File: src/rtl/timer_pkg.sv
// Shared defaults for the memory-mapped cycle timer: bus width and the two
// decoded I/O addresses. The top level exposes these as overridable parameters.
package timer_pkg;

   localparam int unsigned TIMER_WIDTH        = 64;
   localparam logic [63:0] TIMER_ADDR_DEFAULT = 64'hFFFF_001C;
   localparam logic [63:0] ACK_ADDR_DEFAULT   = 64'hFFFF_006C;

endpackage

File: src/rtl/timer_reg.sv
// WIDTH-wide register with an asynchronous, active-high reset to RST_VAL and
// a load enable. It is used for both the cycle counter and the compare value.
module timer_reg #(
   parameter int unsigned      WIDTH   = 64,
   parameter logic [WIDTH-1:0] RST_VAL = '0
) (
   input  logic             clock,
   input  logic             reset,
   input  logic             i_en,
   input  logic [WIDTH-1:0] i_d,
   output logic [WIDTH-1:0] o_q
);

   always_ff @(posedge clock or posedge reset) begin
      if (reset)     o_q <= RST_VAL;
      else if (i_en) o_q <= i_d;
   end

endmodule

File: src/rtl/timer.sv
// Memory-mapped free-running cycle timer. It provides a readable counter, a
// writable compare register and a sticky interrupt that is cleared by a store
// to the acknowledge address.
module timer
   import timer_pkg::*;
#(
   parameter int unsigned      WIDTH      = TIMER_WIDTH,
   parameter logic [WIDTH-1:0] TIMER_ADDR = WIDTH'(TIMER_ADDR_DEFAULT),
   parameter logic [WIDTH-1:0] ACK_ADDR   = WIDTH'(ACK_ADDR_DEFAULT)
) (
   output logic             TimerInterrupt,
   output logic [WIDTH-1:0] cycle,
   output logic             TimerAddress,
   input  logic [WIDTH-1:0] data,
   input  logic [WIDTH-1:0] address,
   input  logic             MemRead,
   input  logic             MemWrite,
   input  logic             clock,
   input  logic             reset
);

   logic             w_hit_timer;
   logic             w_hit_ack;
   logic             w_timer_read;
   logic             w_timer_write;
   logic             w_ack;
   logic [WIDTH-1:0] w_count;
   logic [WIDTH-1:0] w_compare;
   logic             r_interrupt;

   assign w_hit_timer   = (address == TIMER_ADDR);
   assign w_hit_ack     = (address == ACK_ADDR);
   assign w_timer_read  = MemRead  & w_hit_timer;
   assign w_timer_write = MemWrite & w_hit_timer;
   assign w_ack         = MemWrite & w_hit_ack;

   // The counter runs every cycle and wraps naturally at 2^WIDTH.
   timer_reg #(
      .WIDTH   (WIDTH),
      .RST_VAL ('0)
   ) u_count (
      .clock (clock),
      .reset (reset),
      .i_en  (1'b1),
      .i_d   (w_count + WIDTH'(1)),
      .o_q   (w_count)
   );

   // Resetting the compare value to all ones keeps the interrupt quiet until software arms it.
   timer_reg #(
      .WIDTH   (WIDTH),
      .RST_VAL ('1)
   ) u_compare (
      .clock (clock),
      .reset (reset),
      .i_en  (w_timer_write),
      .i_d   (data),
      .o_q   (w_compare)
   );

   // An acknowledge overrides a match in the same cycle.
   always_ff @(posedge clock or posedge reset) begin
      if (reset)                       r_interrupt <= 1'b0;
      else if (w_ack)                  r_interrupt <= 1'b0;
      else if (w_count == w_compare)   r_interrupt <= 1'b1;
   end

   assign TimerInterrupt = r_interrupt;
   assign cycle          = w_timer_read ? w_count : '0;
   assign TimerAddress   = w_hit_timer | w_hit_ack;

endmodule

File: config.mk
export PLATFORM = sky130hd
export DESIGN_NAME = timer
export DESIGN_NICKNAME = d
export VERILOG_FILES = /design/src/rtl/timer_pkg.sv /design/src/rtl/timer_reg.sv /design/src/rtl/timer.sv
export SDC_FILE = /design/constraint.sdc
export NUM_CORES = 1
export LEC_CHECK = 0
export CORE_ASPECT_RATIO = 1.4
export CORE_UTILIZATION = 52
export DETAILED_ROUTE_END_ITERATION = 10
export HOLD_SLACK_MARGIN = 0.05
export PLACE_DENSITY = 0.95
export SLEW_MARGIN = 20
export SYNTH_ARGS = -nofsm -noshare
export SYNTH_HDL_FRONTEND = slang
export SYNTH_SLANG_ARGS = --single-unit
File: constraint.sdc
create_clock -name clock -period 10.46 [get_ports clock]
set_input_delay 1.046 -clock clock [delete_from_list [all_inputs] [get_ports clock]]
set_output_delay 1.046 -clock clock [all_outputs]
set_load 0.01 [all_outputs]
# ---- Word-level counts from Yosys, hierarchy flattened
# Cells that the tools add are included.
dict set report word_totals {
  reg_bits 129
  in_bits 132
}
dict set report classes {
  addsub 1
  eq_ne 3
  n_mux 3
  bitwise 4
  n_reduce_logical 1
}
# cell count
set op_table {}
lappend op_table {{$eq A64 B32 Y1 const B} 2}
lappend op_table {{$add A64 B1 Y64 const B} 1}
lappend op_table {{$eq A64 B64 Y1} 1}
lappend op_table {{$mux W64} 1}
lappend op_table {{$and A1 B1 Y1} 3}
lappend op_table {{$mux W1} 2}
lappend op_table {{$reduce_bool A2 Y1} 1}
lappend op_table {{$or A1 B1 Y1} 1}

# ---- Logic depth before layout (Yosys ltp)
# Gate-level depths: netlist of run 1.
dict set report depth {
  word_depth 3
  depth_mapped 8
  ltp_nobuf 6
}

# ---- Modules after synthesis
# Synthesis of run 1 repeated with hierarchy kept, for this count alone.
dict set report unflattened {
  hier_cells 661
  area_unflattened_um2 8109.0
}
# module n_inst cells_each area_each_um2
set modules_own_cells {}
lappend modules_own_cells {{timer_reg (u_compare)} 1 136 2762.6}
lappend modules_own_cells {{timer_reg (u_count)} 1 136 2682.6}
lappend modules_own_cells {timer 1 389 2663.8}

# ---- Least setup slack after synthesis of run 1
# OpenSTA, ideal clock, no wires.
dict set report synth_path {
  path_kind {input port to output port}
  startpoint {input address[33]}
  endpoint {output cycle[10]}
  arrival_time_ns 2.917
  slack_ns 6.497
  path_stages 7
  path_buffers 2
  path_cell_list {nor4_1 > nand4_1 > or4b_1 > buf_2 > nor3_1 > clkbuf_1 > and2_1}
}
dict set report synth_between {
  elab_chain_cells 3
}
# item line_no
set synth_lines {}
lappend synth_lines {{from (decl)} timer.sv:15} ;# input logic [WIDTH-1:0] address,
lappend synth_lines {{$eq A64 B32 Y1} timer.sv:31} ;# assign w_hit_timer = (address == TIMER_ADDR);
lappend synth_lines {{$and A1 B1 Y1} timer.sv:33} ;# assign w_timer_read = MemRead & w_hit_timer;
lappend synth_lines {{$mux W64} timer.sv:69} ;# assign cycle = w_timer_read ? w_count : '0;
lappend synth_lines {{to (decl)} timer.sv:12} ;# output logic [WIDTH-1:0] cycle,
# Every way passes these cells.

# ---- Final worst setup path of run 1
dict set report layout_path {
  startpoint {input address[51]}
  endpoint {output cycle[33]}
}
# The elaborated chain is that of the path after synthesis.

==> results.md, run 1 <==
### Layout
- 0 — Antenna Cells
- 842 — # fillers
- 930 — Final Net Count
- 20.7% — fraction of layout instances using a drive strength above 1
- 988 — post-route insts no fill
- 3450 um2 — area used by multi-input combinational logic
- 37.7% — Area Overhead vs Synth
- 3310 um2 — register area

### Clock tree
- 17 — number of buffers created by CTS
- 0.05 ns — clock-pin slew on the worst setup and hold paths
- 4 — htree depth
- 0 — number of resized instances in the post-cts repair step
- yes — TritonCTS clock tree
- 0 — hold buffer count at cts
- sky130_fd_sc_hd__clkbuf_16 — library cell used as clock root buffer
- 2 — Clock Path Buffers
- 0.41 ns — Skew-Pair Late Insertion Delay
- 129 — sink count of the clock tree
- 0 — setup repair bufs after CTS

### Timing
- 36.0% — tightest slew margin relative to the limit
- 0 ns — final total negative setup slack
- 0.951 ns — Worst-Margin Slew
- 0.00788 ns — final clock skew
- 0.536 ns — Hold Slack
- 0 — fin. max-slew vios
- 4.57 ns — post-layout worst setup margin
- 56.3% — fin crit share
- 0 — Final Hold Vio Count
- false — setup repair after global routing missed its margin
- 5.89 ns — post-route minimum period
- 0.170 GHz — fmax
- 0 — count of endpoints failing setup in the final report

### Setup path
- 7.41 ns — flop-to-flop setup slack
- output pin — endpoint type of the worst setup path
- u_count.o_q[11] — reg-to-reg startpoint
- 4.84 ns — Worst Path Arrival
- input port — type of element launching the critical path
- 39 — CP Max Fanout
- 5 — cell count of the worst reg-to-reg path
- 9.41 ns — Req. time, crit path
- input port to output pin — path type of the worst setup path
- u_count.o_q[52] — destination of the worst register-to-register timing path

### Routing
- 5466 — total vias in the final route
- 276 — number of violations reported at the end of detailed-routing iteration 0
- 20100 um — total routed wirelength
- 20.3 um — final routed wire length divided by cell count
- 5 — router iterations before antenna repair
- 0 — Residual DRC
- 5.53 — Vias/cell
- 0 — Final ANT Viol Nets

### Logic synthesis
- sky130_fd_sc_hd__dfrtp_1 — Synth Flop Type
- 0 — number of warnings reported in the yosys synthesis log
- 100% — Async S/R FF share, synth
- 24.2% — fraction of post-synthesis cell area in the top cell type by area
- 47.6% — sequential area share after synthesis
- 11.6 um2 — syn_area_per_cell
- 129 — count of state elements after synthesis
- 31 — synth unique cells
- 733 — Synth Net Count
- sky130_fd_sc_hd__dfstp_2 (24%), sky130_fd_sc_hd__dfrtp_1 (23%), sky130_fd_sc_hd__mux2_4 (13%), sky130_fd_sc_hd__xnor2_1 (12%), sky130_fd_sc_hd__and2_1 (4.9%) — main area contributors after synthesis
- 6950 um2 — post-synthesis cell area
- sky130_fd_sc_hd__dfstp_2 — area leader, netlist
- 0 — Post-synth EDFFs
- 600 — Post-Synthesis Cells
- sky130_fd_sc_hd__xnor2_1 (92), sky130_fd_sc_hd__dfrtp_1 (65), sky130_fd_sc_hd__dfstp_2 (64) — top post-synthesis cells by count
- sky130_fd_sc_hd__xnor2_1 — most repeated cell in the gate-level netlist after synthesis

### Hold path
- flop to flop — worst min-delay path class
- TimerInterrupt — worst-case hold path end point
- TimerInterrupt — beginning of the worst hold path
- 2 — Min-Delay Path Depth

### Placement
- 0.860 — weighted congestion reported at the end of routability-driven placement
- 197 — port bufs
- 4.65 ns — worst slack, placed
- 956 — Placed Instances
- 14700 um — half-perimeter wire length of the detailed placement result

### Floorplan
- 99.7 um — Die Span X
- 49 — count of standard-cell rows
- 198 — number of I/O pins
- 53.7% — Initial Util
- 12900 um2 — area of the core
- 13800 um2 — Total Die Area
- 139 um — die span in y

### Global routing
- 0 — remaining global-route overflow
- 31500 um — global-route wire length before repair
- 30.4% — overall track demand over capacity in global routing
- 0 — number of antenna violations at the first check in global routing
- 5751 — via count of the first global-routing pass
- 74 — pin count of the biggest net entering global routing

### Power and ir drop
- 20.6% — Sw Ratio
- 46.0% — sequential share of power
- 114 nW/um2 — power per cell area
- 3.98 nW — static leakage
- 48.0% — part of the power in the clock network
- 0.225 mW — switching power
- 0.0960 mV — Worst VDD drop
- 0.864 mW — internal power of the cells
- 1.09 mW — Power Total
- 6.0% — part of the total power dissipated in combinational logic

### Job
- 0 — number of max-cap violations

### Status
- complete, no violations — result of the run

worst max path at each step:
stage                 from        endpoint  slack (ns)  cells after the start
5_1_grt        address[51]       cycle[24]        4.33                      8
2_1_floorplan        reset  TimerInterrupt        6.08                      1
6_report       address[51]       cycle[33]        4.57                      8
3_3_place_gp   address[51]        cycle[6]        4.85                      8
3_5_place_dp   address[45]       cycle[38]        4.65                      8
4_1_cts        address[45]       cycle[33]        4.60                      8
state kept, by name, summed over array words and instances (netlist names):
signal and cells:
TimerInterrupt 1, u_compare.o_q 64, u_count.o_q 64
cell usage in the layout, fill, tap and decap left out, types with 2 or more instances in the layout:
| master | count |
|---|---|
| sky130_fd_sc_hd__clkdlybuf4s50_1 | 197 |
| sky130_fd_sc_hd__xnor2_1 | 92 |
| sky130_fd_sc_hd__dfrtp_1 | 65 |
| sky130_fd_sc_hd__dfstp_2 | 64 |
| sky130_fd_sc_hd__mux2_4 | 60 |
| sky130_fd_sc_hd__and2_1 | 54 |
| sky130_fd_sc_hd__nor4_1 | 40 |
| sky130_fd_sc_hd__nand4_1 | 36 |
| sky130_fd_sc_hd__xor2_1 | 34 |
| sky130_fd_sc_hd__nand2_1 | 27 |
| sky130_fd_sc_hd__nand3_1 | 25 |
| sky130_fd_sc_hd__nor2_1 | 22 |
| sky130_fd_sc_hd__clkbuf_16 | 17 |
| sky130_fd_sc_hd__nor3_1 | 15 |
| sky130_fd_sc_hd__inv_1 | 14 |
| sky130_fd_sc_hd__clkinv_2 | 7 |
| sky130_fd_sc_hd__clkbuf_1 | 5 |
| sky130_fd_sc_hd__buf_4 | 5 |
| sky130_fd_sc_hd__mux2_2 | 4 |
| sky130_fd_sc_hd__and3_1 | 3 |
| sky130_fd_sc_hd__clkbuf_8 | 3 |
| sky130_fd_sc_hd__or2_2 | 2 |
| sky130_fd_sc_hd__nor2b_1 | 2 |
| sky130_fd_sc_hd__a21oi_1 | 2 |
| sky130_fd_sc_hd__and4b_1 | 2 |
| sky130_fd_sc_hd__nor4b_2 | 2 |
final cells by class:
type	count	share of cell area [%]
inverter	15	0.615
timing repair buffer	202	21.0
clock buffer	25	5.07
clock inverter	7	0.366
multi-input combinational	432	36.0
sequential	129	34.6
tap	178	2.33
per-stage QoR:
| stage | cell area (um2) | util (%) |
|---|---|---|
| 5_1_grt | 9570 | 74.0 |
| 6_report | 9570 | 74.0 |
| 3_3_place_gp | 9050 | 69.9 |
| 4_1_cts | 9570 | 74.0 |
| 3_5_place_dp | 9050 | 69.9 |
| 2_1_floorplan | 6950 | - |
worst max-delay path, cell delays in order:
cell	delay (ns)
sky130_fd_sc_hd__clkdlybuf4s50_1	0.43
sky130_fd_sc_hd__nor4_1	0.41
sky130_fd_sc_hd__nand4_1	0.15
sky130_fd_sc_hd__or4b_1	0.83
sky130_fd_sc_hd__nor3_2	0.73
sky130_fd_sc_hd__buf_4	0.47
sky130_fd_sc_hd__and2_1	0.20
sky130_fd_sc_hd__clkdlybuf4s50_1	0.56
power by group through the flow:
| stage | combinational [mW] | sequential [mW] | clock [mW] |
|---|---|---|---|
| final | 0.0652 | 0.501 | 0.522 |
| after global routing | 0.0697 | 0.500 | 0.550 |
| after CTS | 0.0657 | 0.501 | 0.529 |
| after detailed placement | 0.0652 | 0.508 | 0 |
| after global placement | 0.0638 | 0.508 | 0 |
| after floorplan | 0.0101 | 0.508 | 0 |
per-layer routing:
layer  track usage, %  up-vias  wire length (um)
li1                 -     2469                 -
met1             38.1     2698              8010
met2             50.5      245             10200
met3             6.00       54              1140
met5                0        -                 0
met4             13.5        0               760
cell families after synthesis:
| family | share of synthesized area, % |
|---|---|
| compound gates | 0.144 |
| xor+xnor | 15.9 |
| fa+ha+maj | 0.180 |
| buf+inv | 2.88 |
| flops | 47.6 |
| mux | 13.6 |
| simple gates | 19.7 |
Power figures use the tool's default switching activity.
==> inputs of run 2 (changes only) <==
--- a/config.mk
+++ b/config.mk
@@ -6,10 +6,10 @@
 export NUM_CORES = 1
 export LEC_CHECK = 0
 export CORE_ASPECT_RATIO = 1.4
-export CORE_UTILIZATION = 52
+export CORE_UTILIZATION = 48
 export DETAILED_ROUTE_END_ITERATION = 10
 export HOLD_SLACK_MARGIN = 0.05
-export PLACE_DENSITY = 0.95
+export PLACE_DENSITY = 0.9
 export SLEW_MARGIN = 20
 export SYNTH_ARGS = -nofsm -noshare
 export SYNTH_HDL_FRONTEND = slang
==> constraint.sdc (replaced) <==
create_clock -name clock -period 5.65 [get_ports clock]
set_input_delay 0.565 -clock clock [delete_from_list [all_inputs] [get_ports clock]]
set_output_delay 0.565 -clock clock [all_outputs]
set_load 0.01 [all_outputs]
==> results.md, run 2 (synthesis results as in run 1) <==
### Status
- complete, no violations — result of the run

### Timing
- 0 ns — final total negative setup slack
- 0.236 GHz — fmax
- 4.23 ns — post-route minimum period
- 0.525 ns — Hold Slack
- 0 — fin. max-slew vios
- 0.00698 ns — final clock skew
- 33.6% — tightest slew margin relative to the limit
- 0 — count of endpoints failing setup in the final report
- 0.986 ns — Worst-Margin Slew
- false — setup repair after global routing missed its margin
- 0 — Final Hold Vio Count
- 74.8% — fin crit share

### Floorplan
- 49.5% — Initial Util
- 198 — number of I/O pins
- 14000 um2 — area of the core
- 51 — count of standard-cell rows
- 15000 um2 — Total Die Area
- 104 um — Die Span X
- 144 um — die span in y

### Placement
- 14100 um — half-perimeter wire length of the detailed placement result
- 0.870 — weighted congestion reported at the end of routability-driven placement
- 197 — port bufs

### Global routing
- 0 — remaining global-route overflow
- 0 — number of antenna violations at the first check in global routing
- 26.5% — overall track demand over capacity in global routing
- 81 — pin count of the biggest net entering global routing
- 30200 um — global-route wire length before repair
- 5554 — via count of the first global-routing pass

### Routing
- 0 — Final ANT Viol Nets
- 19.1 um — final routed wire length divided by cell count
- 5353 — total vias in the final route
- 5 — router iterations before antenna repair
- 0 — Residual DRC
- 19000 um — total routed wirelength
- 5.37 — Vias/cell
- 322 — number of violations reported at the end of detailed-routing iteration 0

### Clock tree
- sky130_fd_sc_hd__clkbuf_16 — library cell used as clock root buffer
- 4 — htree depth
- 0 — setup repair bufs after CTS
- 0.05 ns — clock-pin slew on the worst setup and hold paths
- 2 — Clock Path Buffers
- 0 — number of resized instances in the post-cts repair step
- yes — TritonCTS clock tree
- 0.41 ns — Skew-Pair Late Insertion Delay
- 129 — sink count of the clock tree
- 17 — number of buffers created by CTS
- 0 — hold buffer count at cts

### Setup path
- input port — type of element launching the critical path
- input port to output pin — path type of the worst setup path
- 31 — CP Max Fanout
- 5.09 ns — Req. time, crit path
- 3.66 ns — Worst Path Arrival
- output pin — endpoint type of the worst setup path

### Layout
- 20.8% — fraction of layout instances using a drive strength above 1
- 38.9% — Area Overhead vs Synth
- 0 — Antenna Cells
- sky130_fd_sc_hd__clkdlybuf4s50_1 (197), sky130_fd_sc_hd__xnor2_1 (92), sky130_fd_sc_hd__dfrtp_1 (65), sky130_fd_sc_hd__dfstp_2 (64), sky130_fd_sc_hd__mux2_4 (60) — top library cells by usage in the layout, fill and taps aside
- 931 — Final Net Count
- sky130_fd_sc_hd__clkdlybuf4s50_1 — most common cell after layout, fill and taps aside

### Power and ir drop
- 2.13 mW — Power Total
- 221 nW/um2 — power per cell area
- 0.146 mV — Worst VDD drop
- 4.01 nW — static leakage

### Job
- 0 — number of max-cap violations

### Hold path
- flop to flop — worst min-delay path class

## run 2: area by class of cell
cell class / instances / area (um2)
Fill cell: 1000 / 4390
Multi-Input combinational cell: 432 / 3450
Sequential cell: 129 / 3310
Timing Repair Buffer: 203 / 2020
Clock buffer: 27 / 513
Tap cell: 185 / 231
Clock inverter: 5 / 75.1
Inverter: 15 / 58.8
## run 2: power breakdown
group          switching, mW  internal (mW)  total, mW
Combinational         0.0359         0.0830      0.119
Sequential                 0          0.927      0.927
Clock                  0.377          0.706       1.08
Total                  0.413           1.72       2.13
## run 2: path summary, 6_finish.rpt
| path | from | end | slack [ns] | depth (start not counted) |
|---|---|---|---|---|
| setup / recovery | address[57] | cycle[37] | 1.42 | 8 |
| max in group asynchronous | reset | u_count.o_q[15] | 3.72 | 3 |
| setup reg to reg | u_count.o_q[10] | u_count.o_q[50] | 2.58 | 5 |
| hold / removal | u_count.o_q[57] | u_count.o_q[57] | 0.53 | 1 |
| hold reg to reg | u_count.o_q[57] | u_count.o_q[57] | 0.53 | 1 |
| min in group asynchronous | reset | u_count.o_q[51] | 0.71 | 2 |
## run 2: stage by stage
step | setup WS, ns | util (%) | instance area [um2] | cells
6_report | 1.42 | 68.8 | 9650 | 996
5_1_grt | 1.24 | 68.8 | 9650 | 996
4_1_cts | 1.45 | 68.8 | 9650 | 996
3_5_place_dp | 1.46 | 64.6 | 9060 | 964
3_3_place_gp | 1.50 | 64.6 | 9060 | 964
2_1_floorplan | 1.75 | - | 6950 | 600
## run 2: worst max-delay path, cell delays in order
cell and delay (ns):
sky130_fd_sc_hd__clkdlybuf4s50_1 0.45, sky130_fd_sc_hd__nor4_1 0.29, sky130_fd_sc_hd__nand4_1 0.14, sky130_fd_sc_hd__or4b_1 0.88, sky130_fd_sc_hd__nor3_2 0.30, sky130_fd_sc_hd__buf_4 0.31
sky130_fd_sc_hd__and2_1 0.17, sky130_fd_sc_hd__clkdlybuf4s50_1 0.53
## run 2: routing by layer
layer	GRT usage (%)	wire (um)	share of wire [%]	up-vias
met5	0	0	0	-
met4	11.0	615	3.2	0
met3	4.73	968	5.1	46
met2	45.0	9460	50	198
met1	33.7	8010	42	2633
li1	-	-	-	2476
==> inputs of run 3 (changes only) <==
==> constraint.sdc (replaced) <==
create_clock -name clock -period 4.3 [get_ports clock]
set_input_delay 0.43 -clock clock [delete_from_list [all_inputs] [get_ports clock]]
set_output_delay 0.43 -clock clock [all_outputs]
set_load 0.01 [all_outputs]
==> results.md, run 3 (synthesis results as in run 1) <==
### Power and ir drop
- 2.86 mW — Power Total
- 4.02 nW — static leakage
- 5.6% — part of the total power dissipated in combinational logic
- 0.212 mV — Worst VDD drop
- 295 nW/um2 — power per cell area
- 42.5% — sequential share of power
- 0.587 mW — switching power
- 2.28 mW — internal power of the cells
- 20.5% — Sw Ratio
- 51.9% — part of the power in the clock network

### Floorplan
- 51 — count of standard-cell rows
- 15000 um2 — Total Die Area
- 144 um — die span in y
- 49.5% — Initial Util
- 14000 um2 — area of the core
- 198 — number of I/O pins
- 104 um — Die Span X

### Clock tree
- 0 — number of resized instances in the post-cts repair step
- 2 — Clock Path Buffers
- 0.05 ns — clock-pin slew on the worst setup and hold paths
- 17 — number of buffers created by CTS
- 0 — setup repair bufs after CTS
- yes — TritonCTS clock tree
- 0 — hold buffer count at cts
- 129 — sink count of the clock tree
- 0.41 ns — Skew-Pair Late Insertion Delay
- sky130_fd_sc_hd__clkbuf_16 — library cell used as clock root buffer
- 4 — htree depth

### Placement
- 14000 um — half-perimeter wire length of the detailed placement result
- 0.843 — weighted congestion reported at the end of routability-driven placement
- 197 — port bufs

### Layout
- 0 — Antenna Cells
- sky130_fd_sc_hd__clkdlybuf4s50_1 — most common cell after layout, fill and taps aside
- 39.9% — Area Overhead vs Synth
- 933 — Final Net Count
- sky130_fd_sc_hd__clkdlybuf4s50_1 (197), sky130_fd_sc_hd__xnor2_1 (92), sky130_fd_sc_hd__dfrtp_1 (65), sky130_fd_sc_hd__dfstp_2 (64), sky130_fd_sc_hd__mux2_4 (60) — top library cells by usage in the layout, fill and taps aside
- 1008 — # fillers
- 69.2% — end-of-flow core utilization
- 21.4% — fraction of layout instances using a drive strength above 1

### Job
- 0 — number of max-cap violations

### Setup path
- address[47] — crit path launch
- 3.87 ns — Req. time, crit path
- input port to output pin — path type of the worst setup path
- u_count.o_q[10] — reg-to-reg startpoint
- output pin — endpoint type of the worst setup path
- 53 — CP Max Fanout
- input port — type of element launching the critical path
- 3.29 ns — Worst Path Arrival

### Timing
- 0 — Final Hold Vio Count
- 37.2% — tightest slew margin relative to the limit
- 86.5% — fin crit share
- 3.72 ns — post-route minimum period
- false — setup repair after global routing missed its margin
- 0.933 ns — Worst-Margin Slew
- 0 ns — final total negative setup slack
- 0.269 GHz — fmax
- 0 — fin. max-slew vios
- 0.0111 ns — final clock skew
- 0 — count of endpoints failing setup in the final report

### Status
- complete, no violations — result of the run

### Routing
- 19.2 um — final routed wire length divided by cell count
- 0 — Residual DRC
- 5 — router iterations before antenna repair
- 295 — number of violations reported at the end of detailed-routing iteration 0
- 5.37 — Vias/cell
- 0 — Final ANT Viol Nets
- 19200 um — total routed wirelength
- 5363 — total vias in the final route

### Global routing
- 5513 — via count of the first global-routing pass
- 0 — remaining global-route overflow
- 74 — pin count of the biggest net entering global routing
- 29700 um — global-route wire length before repair
- 26.3% — overall track demand over capacity in global routing
- 0 — number of antenna violations at the first check in global routing

### Hold path
- u_count.o_q[63] — beginning of the worst hold path
- flop to flop — worst min-delay path class

## run 3: changes by cell type in the layout (fill, tap and decap cells not counted), moves of 2 or more
cell / previous run / this run
sky130_fd_sc_hd__buf_12: 0 / 2
sky130_fd_sc_hd__clkbuf_1: 5 / 2
sky130_fd_sc_hd__clkbuf_8: 5 / 2
sky130_fd_sc_hd__clkinv_2: 3 / 0
sky130_fd_sc_hd__clkinvlp_4: 0 / 5
sky130_fd_sc_hd__inv_6: 0 / 2
## run 3: worst max-delay path, cell delays in order
cell and delay [ns]:
sky130_fd_sc_hd__clkdlybuf4s50_1 0.45, sky130_fd_sc_hd__nor4_1 0.33, sky130_fd_sc_hd__nand4_1 0.13, sky130_fd_sc_hd__or4b_1 0.58
sky130_fd_sc_hd__nor3_2 0.19, sky130_fd_sc_hd__buf_4 0.40, sky130_fd_sc_hd__and2_1 0.21, sky130_fd_sc_hd__clkdlybuf4s50_1 0.54
## run 3: per-stage QoR
| stage | std cells | setup slack, ns | hold slack [ns] | area [um2] |
|---|---|---|---|---|
| after floorplan | 600 | 0.535 | 0.474 | 6950 |
| after global placement | 966 | 0.642 | 0.504 | 9100 |
| after detailed placement | 966 | 0.587 | 0.505 | 9100 |
| after CTS | 998 | 0.568 | 0.514 | 9720 |
| after global routing | 998 | 0.384 | 0.534 | 9720 |
| final | 998 | 0.581 | 0.510 | 9720 |
## run 3: layer usage
layer,global-route usage [%],wire [um]
met1,31.8,7890
met2,45.5,9700
met3,5.27,902
met4,12.2,665
met5,0,0
## run 3: layout make-up
type                    count  area, um2  share of cell area (%)
well taps                 185        231                    2.38
flip-flops and latches    129       3310                    34.0
inverters                  15       58.8                   0.605
multi-input cells         432       3450                    35.5
clock buffers              21        460                    4.74
repair buffers            205       2060                    21.2
clock inverters            11        154                    1.58
## run 3: worst paths after layout
path,cells past startpoint,to,slack [ns]
setup / recovery,8,cycle[49],0.58
hold / removal,1,u_count.o_q[63],0.51
setup reg to reg,5,u_count.o_q[52],1.22
hold reg to reg,1,u_count.o_q[63],0.51
max in group asynchronous,3,u_compare.o_q[19],2.88
min in group asynchronous,2,u_count.o_q[56],0.57
## run 3: power by group through the flow
stage | clock network [mW] | logic [mW] | registers (mW)
5_1_grt | 1.56 | 0.170 | 1.22
2_1_floorplan | 0 | 0.0245 | 1.24
3_3_place_gp | 0 | 0.157 | 1.24
3_5_place_dp | 0 | 0.160 | 1.24
4_1_cts | 1.50 | 0.161 | 1.22
6_report | 1.49 | 0.159 | 1.22
